### src/rtl/exc_stage.sv
// Exception stage: registers the MEM-stage instruction, resolves a single exception cause
// for CP0, and flushes/redirects the pipeline once CP0 reports an exception taken.
//   state    | meaning
//   IDLE     | normal flow; stage register follows MEM unless stalled
//   REDIRECT | presenting redirect_pc to fetch until redirect_ready; stage squashed
module exc_stage (
    input  logic        clk,
    input  logic        reset,
    input  logic        in_valid,
    input  logic        in_stall,
    input  logic [31:0] in_pc,
    input  logic        in_is_in_ds,
    input  logic        in_if_adel,
    input  logic        in_ri,
    input  logic        in_sys,
    input  logic        in_bp,
    input  logic        in_ov,
    input  logic        in_eret,
    input  logic        in_mem_adel,
    input  logic        in_mem_ades,
    input  logic [31:0] in_mem_addr,
    output logic        reg_valid,
    output logic [31:0] pre_pc,
    output logic [31:0] pre_badvaddr,
    output logic [4:0]  pre_excCode,
    output logic        pre_is_exc,
    output logic        pre_is_in_ds,
    output logic        pre_is_eret,
    input  logic        exc_occur,
    input  logic [31:0] exc_pc,
    output logic        flush,
    output logic        redirect_valid,
    output logic [31:0] redirect_pc,
    input  logic        redirect_ready
);

    localparam logic [4:0] EXC_INT  = 5'd0;
    localparam logic [4:0] EXC_ADEL = 5'd4;
    localparam logic [4:0] EXC_ADES = 5'd5;
    localparam logic [4:0] EXC_SYS  = 5'd8;
    localparam logic [4:0] EXC_BP   = 5'd9;
    localparam logic [4:0] EXC_RI   = 5'd10;
    localparam logic [4:0] EXC_OV   = 5'd12;

    typedef enum logic {IDLE, REDIRECT} state_t;

    state_t      state_q, state_d;
    logic        squash;

    logic        valid_q;
    logic [31:0] pc_q;
    logic        ds_q;
    logic        exc_q;
    logic        eret_q;
    logic [4:0]  code_q;
    logic [31:0] badv_q;
    logic [31:0] redirect_pc_q;

    logic        cause_exc;
    logic        cause_eret;
    logic [4:0]  cause_code;
    logic [31:0] cause_badv;

    // Fixed-priority cause selection; eret only wins when nothing else is pending.
    always_comb begin
        cause_exc  = 1'b1;
        cause_eret = 1'b0;
        cause_code = EXC_INT;
        cause_badv = 32'd0;
        if (in_if_adel) begin
            cause_code = EXC_ADEL;
            cause_badv = in_pc;
        end else if (in_ri) begin
            cause_code = EXC_RI;
        end else if (in_sys) begin
            cause_code = EXC_SYS;
        end else if (in_bp) begin
            cause_code = EXC_BP;
        end else if (in_ov) begin
            cause_code = EXC_OV;
        end else if (in_mem_adel) begin
            cause_code = EXC_ADEL;
            cause_badv = in_mem_addr;
        end else if (in_mem_ades) begin
            cause_code = EXC_ADES;
            cause_badv = in_mem_addr;
        end else if (in_eret) begin
            cause_eret = 1'b1;
        end else begin
            cause_exc = 1'b0;
        end
    end

    always_ff @(posedge clk) begin
        if (reset || squash) begin
            valid_q <= 1'b0;
            pc_q    <= 32'd0;
            ds_q    <= 1'b0;
            exc_q   <= 1'b0;
            eret_q  <= 1'b0;
            code_q  <= 5'd0;
            badv_q  <= 32'd0;
        end else if (!in_stall) begin
            valid_q <= in_valid;
            pc_q    <= in_pc;
            ds_q    <= in_is_in_ds;
            exc_q   <= in_valid && cause_exc;
            eret_q  <= in_valid && cause_eret;
            code_q  <= in_valid ? cause_code : 5'd0;
            badv_q  <= in_valid ? cause_badv : 32'd0;
        end
    end

    always_ff @(posedge clk) begin
        if (reset) begin
            redirect_pc_q <= 32'd0;
        end else if (state_q == IDLE && exc_occur) begin
            redirect_pc_q <= exc_pc;
        end
    end

    always_ff @(posedge clk) begin
        if (reset) begin
            state_q <= IDLE;
        end else begin
            state_q <= state_d;
        end
    end

    always_comb begin
        state_d = state_q;
        case (state_q)
            IDLE:     if (exc_occur)      state_d = REDIRECT;
            REDIRECT: if (redirect_ready) state_d = IDLE;
            default:                      state_d = IDLE;
        endcase
    end

    always_comb begin
        flush          = 1'b0;
        redirect_valid = 1'b0;
        reg_valid      = 1'b0;
        squash         = 1'b0;
        case (state_q)
            IDLE: begin
                reg_valid = valid_q && !in_stall;
                flush     = exc_occur;
                squash    = exc_occur;
            end
            REDIRECT: begin
                redirect_valid = 1'b1;
                squash         = 1'b1;
            end
            default: ;
        endcase
    end

    assign pre_pc       = pc_q;
    assign pre_is_in_ds = ds_q;
    assign pre_is_exc   = exc_q;
    assign pre_is_eret  = eret_q;
    assign pre_excCode  = code_q;
    assign pre_badvaddr = badv_q;
    assign redirect_pc  = redirect_pc_q;

endmodule
### config.mk
export PLATFORM = sky130hd
export DESIGN_NAME = exc_stage
export DESIGN_NICKNAME = d
export VERILOG_FILES = /design/src/rtl/exc_stage.sv
export SDC_FILE = /design/constraint.sdc
export NUM_CORES = 1
export LEC_CHECK = 0
export ABC_AREA = 1
export BUFFER_PORTS_ARGS = -buffer_cell sky130_fd_sc_hd__buf_2
export CAP_MARGIN = 20
export CORE_MARGIN = 3
export CORE_UTILIZATION = 50
export DETAILED_ROUTE_END_ITERATION = 16
export GPL_TIMING_DRIVEN = 0
export MAX_ROUTING_LAYER = met4
export PLACE_DENSITY = 0.92
export SYNTH_ARGS = -nofsm -noshare
export SYNTH_HDL_FRONTEND = slang
export SYNTH_SLANG_ARGS = --single-unit
### constraint.sdc
create_clock -name clk -period 2.7 [get_ports clk]
set_input_delay 0.54 -clock clk [delete_from_list [all_inputs] [get_ports clk]]
set_output_delay 0.54 -clock clk [all_outputs]
set_load 0.05 [all_outputs]
==> results of run 1 <==
registers in the layout, indices dropped and copies added, names as in the netlist:
name and count:
pre_pc 32, state_q 1, pre_is_in_ds 1, pre_excCode 4
pre_badvaddr 32, valid_q 1, pre_is_eret 1, redirect_pc 32
pre_is_exc 1
cells in the mapped netlist:
master and count:
sky130_fd_sc_hd__clkbuf_1 10, sky130_fd_sc_hd__buf_2 20, sky130_fd_sc_hd__a211oi_1 1, sky130_fd_sc_hd__nand3b_1 1, sky130_fd_sc_hd__a21oi_1 42, sky130_fd_sc_hd__conb_1 1
sky130_fd_sc_hd__clkinv_4 1, sky130_fd_sc_hd__clkinv_2 1, sky130_fd_sc_hd__nor2_8 1, sky130_fd_sc_hd__inv_1 5, sky130_fd_sc_hd__a21oi_2 30, sky130_fd_sc_hd__nor2_1 102
sky130_fd_sc_hd__inv_2 2, sky130_fd_sc_hd__nand4_1 1, sky130_fd_sc_hd__nand3_1 1, sky130_fd_sc_hd__buf_6 11, sky130_fd_sc_hd__nor2_4 1, sky130_fd_sc_hd__dfxtp_1 105
sky130_fd_sc_hd__o21ai_1 18, sky130_fd_sc_hd__nor2_2 1, sky130_fd_sc_hd__inv_6 1, sky130_fd_sc_hd__nand2_1 275, sky130_fd_sc_hd__buf_4 3, sky130_fd_sc_hd__nor3_1 2
sky130_fd_sc_hd__nand2_4 1, sky130_fd_sc_hd__nand2_2 2, sky130_fd_sc_hd__o21ai_0 15
cell families after synthesis:
logic type      Yosys count
other cells               1
simple gates            388
buf+inv                  54
compound gates          106
flops                   105
worst max path at each step:
stage | start | cells after the start | end
2_1_floorplan | in_stall | 5 | reg_valid
3_3_place_gp | in_stall | 6 | reg_valid
3_5_place_dp | in_stall | 6 | reg_valid
4_1_cts | state_q | 3 | flush
5_1_grt | state_q | 3 | flush
6_report | state_q | 3 | flush
layer usage:
metal | global-route usage, % | vias up
met5 | - | -
met4 | 8.18 | 0
li1 | - | 2498
met2 | 43.5 | 177
met3 | 4.68 | 30
met1 | 31.9 | 2151
area by class of cell:
cell class | count | area, µm² | area share [%]
timing repair buffer | 214 | 1070 | 17.9
clock buffer | 10 | 128 | 2.13
multi-input combinational | 495 | 2150 | 36.0
tap | 108 | 135 | 2.26
sequential | 105 | 2100 | 35.1
clock inverter | 6 | 57.6 | 0.962
buffer | 44 | 284 | 4.75
inverter | 10 | 48.8 | 0.816
through the flow:
step / instance area (µm²) / setup WS, ns
final: 5980 / 0.640
after global placement: 5800 / 0.733
after floorplan: 4590 / 0.554
after CTS: 5980 / 0.612
after detailed placement: 5800 / 0.725
after global routing: 5980 / 0.530
critical path: cells and delay by family, from the launching register on:
| kind | cells | cell delay [ns] |
|---|---|---|
| flops | 1 | 0.37 |
| buf+inv | 2 | 0.54 |
| simple gates | 1 | 0.24 |
power groups by stage:
stage	Combinational, µW	Sequential (µW)	Clock, µW
detailed placement	680	1670	0
global route	736	1650	1020
finish	681	1640	931
CTS	681	1640	949
floorplan	251	1880	0
global placement	671	1670	0
==> flow_summary.html, run 1 <==
<table>
<tr><th>Metric</th><th>Value</th></tr>
<tr><th colspan="2">Run status</th></tr>
<tr><td>Run status</td><td>finished, final reports clean</td></tr>
<tr><th colspan="2">Synthesis</th></tr>
<tr><td>Seq/Total Area, Yosys</td><td>45.8%</td></tr>
<tr><td>Mux contribution to synthesized area</td><td>0%</td></tr>
<tr><td>Xor-xnor portion of the synthesized cell area</td><td>0%</td></tr>
<tr><td>Fraction of synthesized cell area taken by the top area cell type</td><td>approximately 46%</td></tr>
<tr><td>Cell type contributing the most total cell area after synthesis</td><td>sky130_fd_sc_hd__dfxtp_1</td></tr>
<tr><td>Distinct cell type count of the synthesized netlist</td><td>27</td></tr>
<tr><td>Average size of a mapped cell</td><td>7.02 µm²</td></tr>
<tr><td>Compound-cell area share of the yosys netlist</td><td>14.1%</td></tr>
<tr><td>Synthesis Warnings</td><td>0</td></tr>
<tr><td>Number of storage elements in the synthesis netlist</td><td>105</td></tr>
<tr><td>Simple-gate share of the synthesized area</td><td>32.8%</td></tr>
<tr><td>Synthesized Nets</td><td>765</td></tr>
<tr><td>Dominant combinational cell family by area after synthesis</td><td>simple AND/OR/NAND/NOR gates</td></tr>
<tr><td>Cell types occupying the most area after synthesis</td><td>sky130_fd_sc_hd__dfxtp_1 46%, sky130_fd_sc_hd__nand2_1 22%, sky130_fd_sc_hd__nor2_1 8.3%</td></tr>
<tr><td>Syn Inst Count</td><td>around 650</td></tr>
<tr><td>Post-Synth Adder-Cell Area</td><td>0%</td></tr>
<tr><td>Cell area after synthesis</td><td>4590 µm²</td></tr>
<tr><th colspan="2">Critical path</th></tr>
<tr><td>Worst reg2reg path endpoint</td><td>pre_badvaddr[12]</td></tr>
<tr><td>Crit path kind</td><td>flop to output port</td></tr>
<tr><td>Worst Setup Start Kind</td><td>flop</td></tr>
<tr><td>Critical path capture point type</td><td>output port</td></tr>
<tr><td>Data required time at the worst endpoint</td><td>between 2 and 2.5 ns</td></tr>
<tr><td>Slack of the worst reg-to-reg path</td><td>1.28 ns</td></tr>
<tr><td>Data arrival, critical path</td><td>1.52 ns</td></tr>
<tr><td>Critical-path cell with the highest stage delay</td><td>sky130_fd_sc_hd__dfxtp_1</td></tr>
<tr><td>R2R Path Start</td><td>state_q</td></tr>
<tr><td>Crit-path max FO</td><td>10</td></tr>
<tr><td>Cell repeated most along the worst path</td><td>sky130_fd_sc_hd__buf_2</td></tr>
<tr><td>Worst path max stage delay</td><td>0.37 ns</td></tr>
<tr><td>R2R depth</td><td>4</td></tr>
<tr><td>Crit path cell chain</td><td>nor2_2, buf_2, buf_2</td></tr>
<tr><th colspan="2">Cells and area</th></tr>
<tr><td>Nets</td><td>990</td></tr>
<tr><td>Commonest non-fill, non-tap cell in the layout</td><td>sky130_fd_sc_hd__nand2_1</td></tr>
<tr><td>Filler cell count</td><td>792</td></tr>
<tr><td>Layout overhead on the synthesized area</td><td>30.3%</td></tr>
<tr><td>Final core utilization</td><td>about two thirds</td></tr>
<tr><td>Post-Layout Cell Count</td><td>992</td></tr>
<tr><td>Fraction of layout cells with a size suffix above 1</td><td>34.4%</td></tr>
<tr><td>Commonest cells after routing, fill and taps aside</td><td>275 x sky130_fd_sc_hd__nand2_1, 234 x sky130_fd_sc_hd__buf_2, 105 x sky130_fd_sc_hd__dfxtp_1</td></tr>
<tr><td>ANT cells</td><td>0</td></tr>
<tr><th colspan="2">Global routing</th></tr>
<tr><td>Total gr overflow</td><td>0</td></tr>
<tr><td>Wire length of the first global-routing pass</td><td>20700 µm</td></tr>
<tr><td>GR Util All Layers</td><td>26.0%</td></tr>
<tr><td>Via count of the first global-routing pass</td><td>between 4000 and 5000</td></tr>
<tr><td>Largest net degree at the start of global routing</td><td>20</td></tr>
<tr><td>Initial antenna violation count</td><td>0</td></tr>
<tr><th colspan="2">Timing</th></tr>
<tr><td>Period minus WS final</td><td>2.06 ns</td></tr>
<tr><td>Final-layout setup total negative slack</td><td>0 ns</td></tr>
<tr><td>Clock skew after layout</td><td>0.0151 ns</td></tr>
<tr><td>RSZ-0062 raised after global routing</td><td>false</td></tr>
<tr><td>Final number of setup-violating endpoints</td><td>0</td></tr>
<tr><td>Maximum clock rate</td><td>0.485 GHz</td></tr>
<tr><td>Worst hold margin</td><td>0.348 ns</td></tr>
<tr><td>Final worst path period share</td><td>76.3%</td></tr>
<tr><td>Number of failing hold endpoints at the final stage</td><td>0</td></tr>
<tr><td>Pins over their slew limit</td><td>0</td></tr>
<tr><th colspan="2">Clock tree</th></tr>
<tr><td>Total clock sinks</td><td>105</td></tr>
<tr><td>Post-CTS Setup Inserts</td><td>0</td></tr>
<tr><td>Number of buffers added by the clock tree synthesis step</td><td>9</td></tr>
<tr><td>Post-cts gate resize count</td><td>0</td></tr>
<tr><td>Number of H-tree branching levels</td><td>3</td></tr>
<tr><td>Number of hold buffers added after CTS</td><td>0</td></tr>
<tr><td>Post-CTS clock slew at the launch and capture registers of the worst setup and hold paths</td><td>0.11 ns</td></tr>
<tr><td>Cell at the root of the clock tree</td><td>sky130_fd_sc_hd__clkbuf_8</td></tr>
<tr><td>Number of buffers on the longest clock path</td><td>2</td></tr>
<tr><td>Insertion delay to the later sink of the worst-skew pair</td><td>roughly 0.36 ns</td></tr>
<tr><td>TritonCTS clock tree</td><td>yes</td></tr>
<tr><th colspan="2">Hold path</th></tr>
<tr><td>Depth of the worst hold-timing path</td><td>2</td></tr>
<tr><td>Hold path startpoint</td><td>reset</td></tr>
<tr><td>Hold Path Sink</td><td>state_q</td></tr>
<tr><td>Worst min-delay path category</td><td>primary input to flop</td></tr>
<tr><th colspan="2">Floorplan</th></tr>
<tr><td>Width of the die</td><td>between 100 and 150 µm</td></tr>
<tr><td>Die Area</td><td>between 10000 and 15000 µm²</td></tr>
<tr><td>Initial Util</td><td>52.1%</td></tr>
<tr><td>Row Count</td><td>34</td></tr>
<tr><td>CORE AREA</td><td>8810 µm²</td></tr>
<tr><td>Number of I/O pins</td><td>218</td></tr>
<tr><td>Y dimension of the die</td><td>about 100 µm</td></tr>
<tr><th colspan="2">Place</th></tr>
<tr><td>Routability Congestion</td><td>0.882</td></tr>
<tr><td>Placed Cells incl. Taps</td><td>976</td></tr>
<tr><td>Final HPWL DP</td><td>10600 µm</td></tr>
<tr><td>Total of buffers placed on input and output ports</td><td>214</td></tr>
<tr><th colspan="2">Drt</th></tr>
<tr><td>Drt pass-1 iters</td><td>5</td></tr>
<tr><td>Via-per-instance ratio</td><td>4.90</td></tr>
<tr><td>Routed wire per std cell</td><td>13.7 µm</td></tr>
<tr><td>First DRT Iteration DRCs</td><td>between 150 and 200</td></tr>
<tr><td>Routed wl met3</td><td>807 µm</td></tr>
<tr><td>M1 WL</td><td>~5700 µm</td></tr>
<tr><td>Vias after detailed routing</td><td>4856</td></tr>
<tr><td>DRC errors left</td><td>0</td></tr>
<tr><td>Total routed wirelength</td><td>13600 µm</td></tr>
<tr><td>Antenna viol nets, final</td><td>0</td></tr>
<tr><td>Routed wire length on met2</td><td>approximately 6800 µm</td></tr>
<tr><td>Highest routed metal layer</td><td>met4</td></tr>
<tr><th colspan="2">Power</th></tr>
<tr><td>Total power after layout</td><td>3250 µW</td></tr>
<tr><td>Sequential power share</td><td>50.4%</td></tr>
<tr><td>Clock Power Share</td><td>about 29%</td></tr>
<tr><td>Switching power summed over all nets</td><td>1090 µW</td></tr>
<tr><td>Cell Int Power</td><td>2170 µW</td></tr>
<tr><td>Net Sw Frac</td><td>around 33%</td></tr>
<tr><td>Leakage power of the design</td><td>0.00301 µW</td></tr>
<tr><td>Power per cell area</td><td>544 nW/µm²</td></tr>
<tr><td>Combinational share of power</td><td>20.9%</td></tr>
<tr><td>Worst IR drop on VDD</td><td>0.432 mV</td></tr>
<tr><th colspan="2">Flow run</th></tr>
<tr><td>Max-cap viol count</td><td>0</td></tr>
</table>
Power figures use the tool's default switching activity.
==> inputs of run 2 (changes only) <==
==> config.mk (replaced) <==
export PLATFORM = sky130hd
export DESIGN_NAME = exc_stage
export DESIGN_NICKNAME = d
export VERILOG_FILES = /design/src/rtl/exc_stage.sv
export SDC_FILE = /design/constraint.sdc
export NUM_CORES = 1
export LEC_CHECK = 0
export ABC_AREA = 0
export BUFFER_PORTS_ARGS = -buffer_cell sky130_fd_sc_hd__buf_2
export CAP_MARGIN = 20
export CORE_MARGIN = 3
export CORE_UTILIZATION = 45
export DETAILED_ROUTE_END_ITERATION = 16
export GPL_TIMING_DRIVEN = 0
export MAX_ROUTING_LAYER = met4
export PLACE_DENSITY = 0.87
export SYNTH_ARGS = -nofsm -noshare
export SYNTH_HDL_FRONTEND = slang
export SYNTH_SLANG_ARGS = --single-unit
==> constraint.sdc (replaced) <==
create_clock -name clk -period 2.1 [get_ports clk]
set_input_delay 0.42 -clock clk [delete_from_list [all_inputs] [get_ports clk]]
set_output_delay 0.42 -clock clk [all_outputs]
set_load 0.05 [all_outputs]
==> run 2 against run 1 <==
Effect of this change: die area is 1.7% higher; clock power up 45%; core utilization down 4.7 points; global-route usage fell by 2.2 points; worst setup slack lost 0.53 ns; final area decreased by 6.0%; wire length decreased by 6.8%; synthesized cell count down 28%; register-to-register slack worse by 1.0 ns; hold slack got worse by 0.11 ns; first-iteration DRC count down 20%; critical path type unchanged; highest routed layer unchanged.
==> flow_summary.html, run 2 <==
<table>
<tr><th>Metric</th><th>Value</th></tr>
<tr><th colspan="2">Run status</th></tr>
<tr><td>Run status</td><td>finished, final reports clean (unchanged)</td></tr>
<tr><th colspan="2">Critical path</th></tr>
<tr><td>Data arrival, critical path</td><td>1.57 ns (was 1.52 ns)</td></tr>
<tr><td>Crit path cell chain</td><td>nand2b_1, inv_2, buf_2 (was nor2_2, buf_2, buf_2)</td></tr>
<tr><td>Critical path capture point type</td><td>output port (unchanged)</td></tr>
<tr><td>R2R depth</td><td>4 (unchanged)</td></tr>
<tr><td>Crit path kind</td><td>flop to output port (unchanged)</td></tr>
<tr><td>Worst Setup Start Kind</td><td>flop (unchanged)</td></tr>
<tr><td>Crit-path max FO</td><td>15 (was 10)</td></tr>
<tr><td>Critical-path cell with the highest stage delay</td><td>sky130_fd_sc_hd__dfxtp_2 (was sky130_fd_sc_hd__dfxtp_1)</td></tr>
<tr><td>Data required time at the worst endpoint</td><td>1.68 ns (was 2.16 ns)</td></tr>
<tr><td>Worst path max stage delay</td><td>0.39 ns (was 0.37 ns)</td></tr>
<tr><th colspan="2">Floorplan</th></tr>
<tr><td>Die Area</td><td>10500 µm² (was 10400 µm²)</td></tr>
<tr><td>Y dimension of the die</td><td>103 µm (was 102 µm)</td></tr>
<tr><td>Width of the die</td><td>103 µm (was 102 µm)</td></tr>
<tr><td>Row Count</td><td>34 (unchanged)</td></tr>
<tr><td>CORE AREA</td><td>8890 µm² (was 8810 µm²)</td></tr>
<tr><td>Number of I/O pins</td><td>218 (unchanged)</td></tr>
<tr><td>Initial Util</td><td>47.3% (was 52.1%)</td></tr>
<tr><th colspan="2">Clock tree</th></tr>
<tr><td>Number of buffers on the longest clock path</td><td>2 (unchanged)</td></tr>
<tr><td>Number of hold buffers added after CTS</td><td>0 (unchanged)</td></tr>
<tr><td>Post-CTS clock slew at the launch and capture registers of the worst setup and hold paths</td><td>0.09 ns (was 0.11 ns)</td></tr>
<tr><td>Post-CTS Setup Inserts</td><td>0 (unchanged)</td></tr>
<tr><td>TritonCTS clock tree</td><td>yes (unchanged)</td></tr>
<tr><td>Insertion delay to the later sink of the worst-skew pair</td><td>0.35 ns (was 0.36 ns)</td></tr>
<tr><td>Total clock sinks</td><td>105 (unchanged)</td></tr>
<tr><td>Cell at the root of the clock tree</td><td>sky130_fd_sc_hd__clkbuf_8 (unchanged)</td></tr>
<tr><td>Number of H-tree branching levels</td><td>3 (unchanged)</td></tr>
<tr><td>Post-cts gate resize count</td><td>2 (was 0)</td></tr>
<tr><td>Number of buffers added by the clock tree synthesis step</td><td>9 (unchanged)</td></tr>
<tr><th colspan="2">Cells and area</th></tr>
<tr><td>Commonest cells after routing, fill and taps aside</td><td>218 x sky130_fd_sc_hd__buf_2, 104 x sky130_fd_sc_hd__dfxtp_1, 99 x sky130_fd_sc_hd__nand2_1 (was 275 x sky130_fd_sc_hd__nand2_1, 234 x sky130_fd_sc_hd__buf_2, 105 x sky130_fd_sc_hd__dfxtp_1)</td></tr>
<tr><td>Post-Layout Cell Count</td><td>809 (was 992)</td></tr>
<tr><td>ANT cells</td><td>0 (unchanged)</td></tr>
<tr><td>Filler cell count</td><td>757 (was 792)</td></tr>
<tr><td>Commonest non-fill, non-tap cell in the layout</td><td>sky130_fd_sc_hd__buf_2 (was sky130_fd_sc_hd__nand2_1)</td></tr>
<tr><td>Area of the multi-input gates</td><td>1800 µm² (was 2150 µm²)</td></tr>
<tr><td>Nets</td><td>807 (was 990)</td></tr>
<tr><td>Fraction of layout cells with a size suffix above 1</td><td>38.8% (was 34.4%)</td></tr>
<tr><td>Layout overhead on the synthesized area</td><td>33.7% (was 30.3%)</td></tr>
<tr><td>Sequential Area</td><td>2100 µm² (about the same)</td></tr>
<tr><th colspan="2">Place</th></tr>
<tr><td>Total of buffers placed on input and output ports</td><td>214 (unchanged)</td></tr>
<tr><td>Final HPWL DP</td><td>10000 µm (was 10600 µm)</td></tr>
<tr><td>Routability Congestion</td><td>0.890 (was 0.882)</td></tr>
<tr><td>Placed Cells incl. Taps</td><td>795 (was 976)</td></tr>
<tr><th colspan="2">Hold path</th></tr>
<tr><td>Depth of the worst hold-timing path</td><td>2 (unchanged)</td></tr>
<tr><td>Worst min-delay path category</td><td>primary input to flop (unchanged)</td></tr>
<tr><th colspan="2">Synthesis</th></tr>
<tr><td>Number of storage elements in the synthesis netlist</td><td>105 (unchanged)</td></tr>
<tr><td>Async S/R FF share, synth</td><td>0% (unchanged)</td></tr>
<tr><td>Cell type contributing the most total cell area after synthesis</td><td>sky130_fd_sc_hd__dfxtp_1 (unchanged)</td></tr>
<tr><td>Cell types occupying the most area after synthesis</td><td>sky130_fd_sc_hd__dfxtp_1 50%, sky130_fd_sc_hd__o211ai_2 8.9%, sky130_fd_sc_hd__nand2_1 8.8% (was sky130_fd_sc_hd__dfxtp_1 46%, sky130_fd_sc_hd__nand2_1 22%, sky130_fd_sc_hd__nor2_1 8.3%)</td></tr>
<tr><td>EDFF count, synth</td><td>0 (unchanged)</td></tr>
<tr><td>Synthesis Warnings</td><td>0 (unchanged)</td></tr>
<tr><td>Fraction of synthesized cell area taken by the top area cell type</td><td>50.0% (was 45.8%)</td></tr>
<tr><td>Seq/Total Area, Yosys</td><td>50.0% (was 45.8%)</td></tr>
<tr><td>Syn Inst Count</td><td>473 (was 654)</td></tr>
<tr><td>Synthesized Nets</td><td>584 (was 765)</td></tr>
<tr><td>Cell area after synthesis</td><td>4210 µm² (was 4590 µm²)</td></tr>
<tr><td>Distinct cell type count of the synthesized netlist</td><td>31 (was 27)</td></tr>
<tr><td>Average size of a mapped cell</td><td>8.89 µm² (was 7.02 µm²)</td></tr>
<tr><td>Most numerous cell types in the synthesized netlist</td><td>105 x sky130_fd_sc_hd__dfxtp_1, 99 x sky130_fd_sc_hd__nand2_1, 39 x sky130_fd_sc_hd__a21oi_1, 38 x sky130_fd_sc_hd__nor2_1 (was 275 x sky130_fd_sc_hd__nand2_1, 105 x sky130_fd_sc_hd__dfxtp_1, 102 x sky130_fd_sc_hd__nor2_1, 42 x sky130_fd_sc_hd__a21oi_1, 30 x sky130_fd_sc_hd__a21oi_2)</td></tr>
<tr><td>Count leader, synth</td><td>sky130_fd_sc_hd__dfxtp_1 (was sky130_fd_sc_hd__nand2_1)</td></tr>
<tr><td>Top_reg_cell synth</td><td>sky130_fd_sc_hd__dfxtp_1 (unchanged)</td></tr>
<tr><th colspan="2">Timing</th></tr>
<tr><td>Clock skew after layout</td><td>0.0110 ns (was 0.0151 ns)</td></tr>
<tr><td>Pins over their slew limit</td><td>0 (unchanged)</td></tr>
<tr><td>Worst relative slew slack</td><td>about half</td></tr>
<tr><td>Maximum clock rate</td><td>approximately 0.5 GHz</td></tr>
<tr><td>Final worst path period share</td><td>94.9%</td></tr>
<tr><td>Number of failing hold endpoints at the final stage</td><td>0 (unchanged)</td></tr>
<tr><td>RSZ-0062 raised after global routing</td><td>false (unchanged)</td></tr>
<tr><td>Worst hold margin</td><td>0.237 ns (was 0.348 ns)</td></tr>
<tr><td>Pin slew with the least headroom to its limit</td><td>0.760 ns</td></tr>
<tr><td>Final number of setup-violating endpoints</td><td>0 (unchanged)</td></tr>
<tr><td>Period minus WS final</td><td>1.99 ns</td></tr>
<tr><th colspan="2">Drt</th></tr>
<tr><td>Antenna viol nets, final</td><td>0 (unchanged)</td></tr>
<tr><td>Drt pass-1 iters</td><td>4 (was 5)</td></tr>
<tr><td>Vias after detailed routing</td><td>4218 (was 4856)</td></tr>
<tr><td>Total routed wirelength</td><td>12700 µm (was 13600 µm)</td></tr>
<tr><td>First DRT Iteration DRCs</td><td>126 (was 157)</td></tr>
<tr><td>Via-per-instance ratio</td><td>5.21 (was 4.90)</td></tr>
<tr><td>Routed wire per std cell</td><td>15.7 µm (was 13.7 µm)</td></tr>
<tr><td>DRC errors left</td><td>0 (unchanged)</td></tr>
<tr><th colspan="2">Global routing</th></tr>
<tr><td>Via count of the first global-routing pass</td><td>4102 (was 4374)</td></tr>
<tr><td>Wire length of the first global-routing pass</td><td>19200 µm (was 20700 µm)</td></tr>
<tr><td>Largest net degree at the start of global routing</td><td>17 (was 20)</td></tr>
<tr><td>GR Util All Layers</td><td>23.8% (was 26.0%)</td></tr>
<tr><td>Total gr overflow</td><td>0 (unchanged)</td></tr>
<tr><td>Initial antenna violation count</td><td>0 (unchanged)</td></tr>
<tr><th colspan="2">Power</th></tr>
<tr><td>Power per cell area</td><td>736 nW/µm² (was 544 nW/µm²)</td></tr>
<tr><td>Leakage power of the design</td><td>0.00289 µW (was 0.00301 µW)</td></tr>
<tr><td>Total power after layout</td><td>4140 µW (was 3250 µW)</td></tr>
<tr><td>Worst IR drop on VDD</td><td>0.459 mV (was 0.432 mV)</td></tr>
<tr><th colspan="2">Flow run</th></tr>
<tr><td>Max-cap viol count</td><td>0 (unchanged)</td></tr>
</table>
==> run 2: cell count changes after synthesis, sizes merged, moves of 31 or more <==
cell	before	now
nand2	278	99
nor2	105	38
a21oi	72	39
mux2i	0	33
o211ai	0	33
o21ai	33	1
nand4	1	32
==> run 2: worst paths after layout <==
path | startpoint | endpoint | slack (ns)
setup / recovery | state_q | flush | 0.11
hold / removal | redirect_ready | state_q | 0.24
setup reg to reg | state_q | pre_badvaddr[31] | 0.27
hold reg to reg | redirect_pc[20] | redirect_pc[20] | 0.46
==> run 2: per-layer routing <==
metal	routed length [µm]	track usage, %	vias up
met5	0	-	-
met4	242	8.78	0
met3	942	4.80	22
met2	6350	41.8	193
met1	5140	26.8	1973
li1	-	-	2030
==> run 2: worst max-delay path: cells and delay by family, from the launching register on <==
kind	cells	cell delay (ns)
flip-flops	1	0.39
AND/OR/NAND/NOR	1	0.28
buffers and inverters	2	0.56
==> run 2: cell type report <==
type | count | share of cell area (%)
clock buffer | 11 | 2.34
clock inverter | 5 | 1.42
tap | 108 | 2.40
multi-input combinational | 295 | 32.1
timing repair buffer | 214 | 19.1
buffer | 38 | 3.09
sequential | 105 | 37.4
inverter | 33 | 2.20
==> run 2: cell families (layout without fill, tap and decap cells) <==
family	count (synthesis)	after routing	synth area share [%]
buffers and inverters	73	301	7.26
AOI/OAI and AO/OA	77	77	15.0
and+or+nand+nor	184	184	19.8
other	1	1	0.0892
DFF	105	105	50.0
muxes	33	33	7.85
==> run 2: power by group <==
group / internal (µW) / switching [µW]
Clock: 672 / 674
Sequential: 2060 / 35.7
Combinational: 207 / 496
Total: 2930 / 1210
==> run 2: per-stage QoR <==
stage / util (%) / setup TNS [ns] / worst slack, ns / instance area, µm²
global placement: 60.9 / -0.0210 / -0.0210 / 5420
finish: 63.2 / 0 / 0.107 / 5620
floorplan: - / 0 / 0.0320 / 4210
global route: 63.2 / 0 / 0.0302 / 5620
detailed placement: 60.9 / -0.0191 / -0.0191 / 5420
CTS: 63.3 / 0 / 0.0298 / 5630
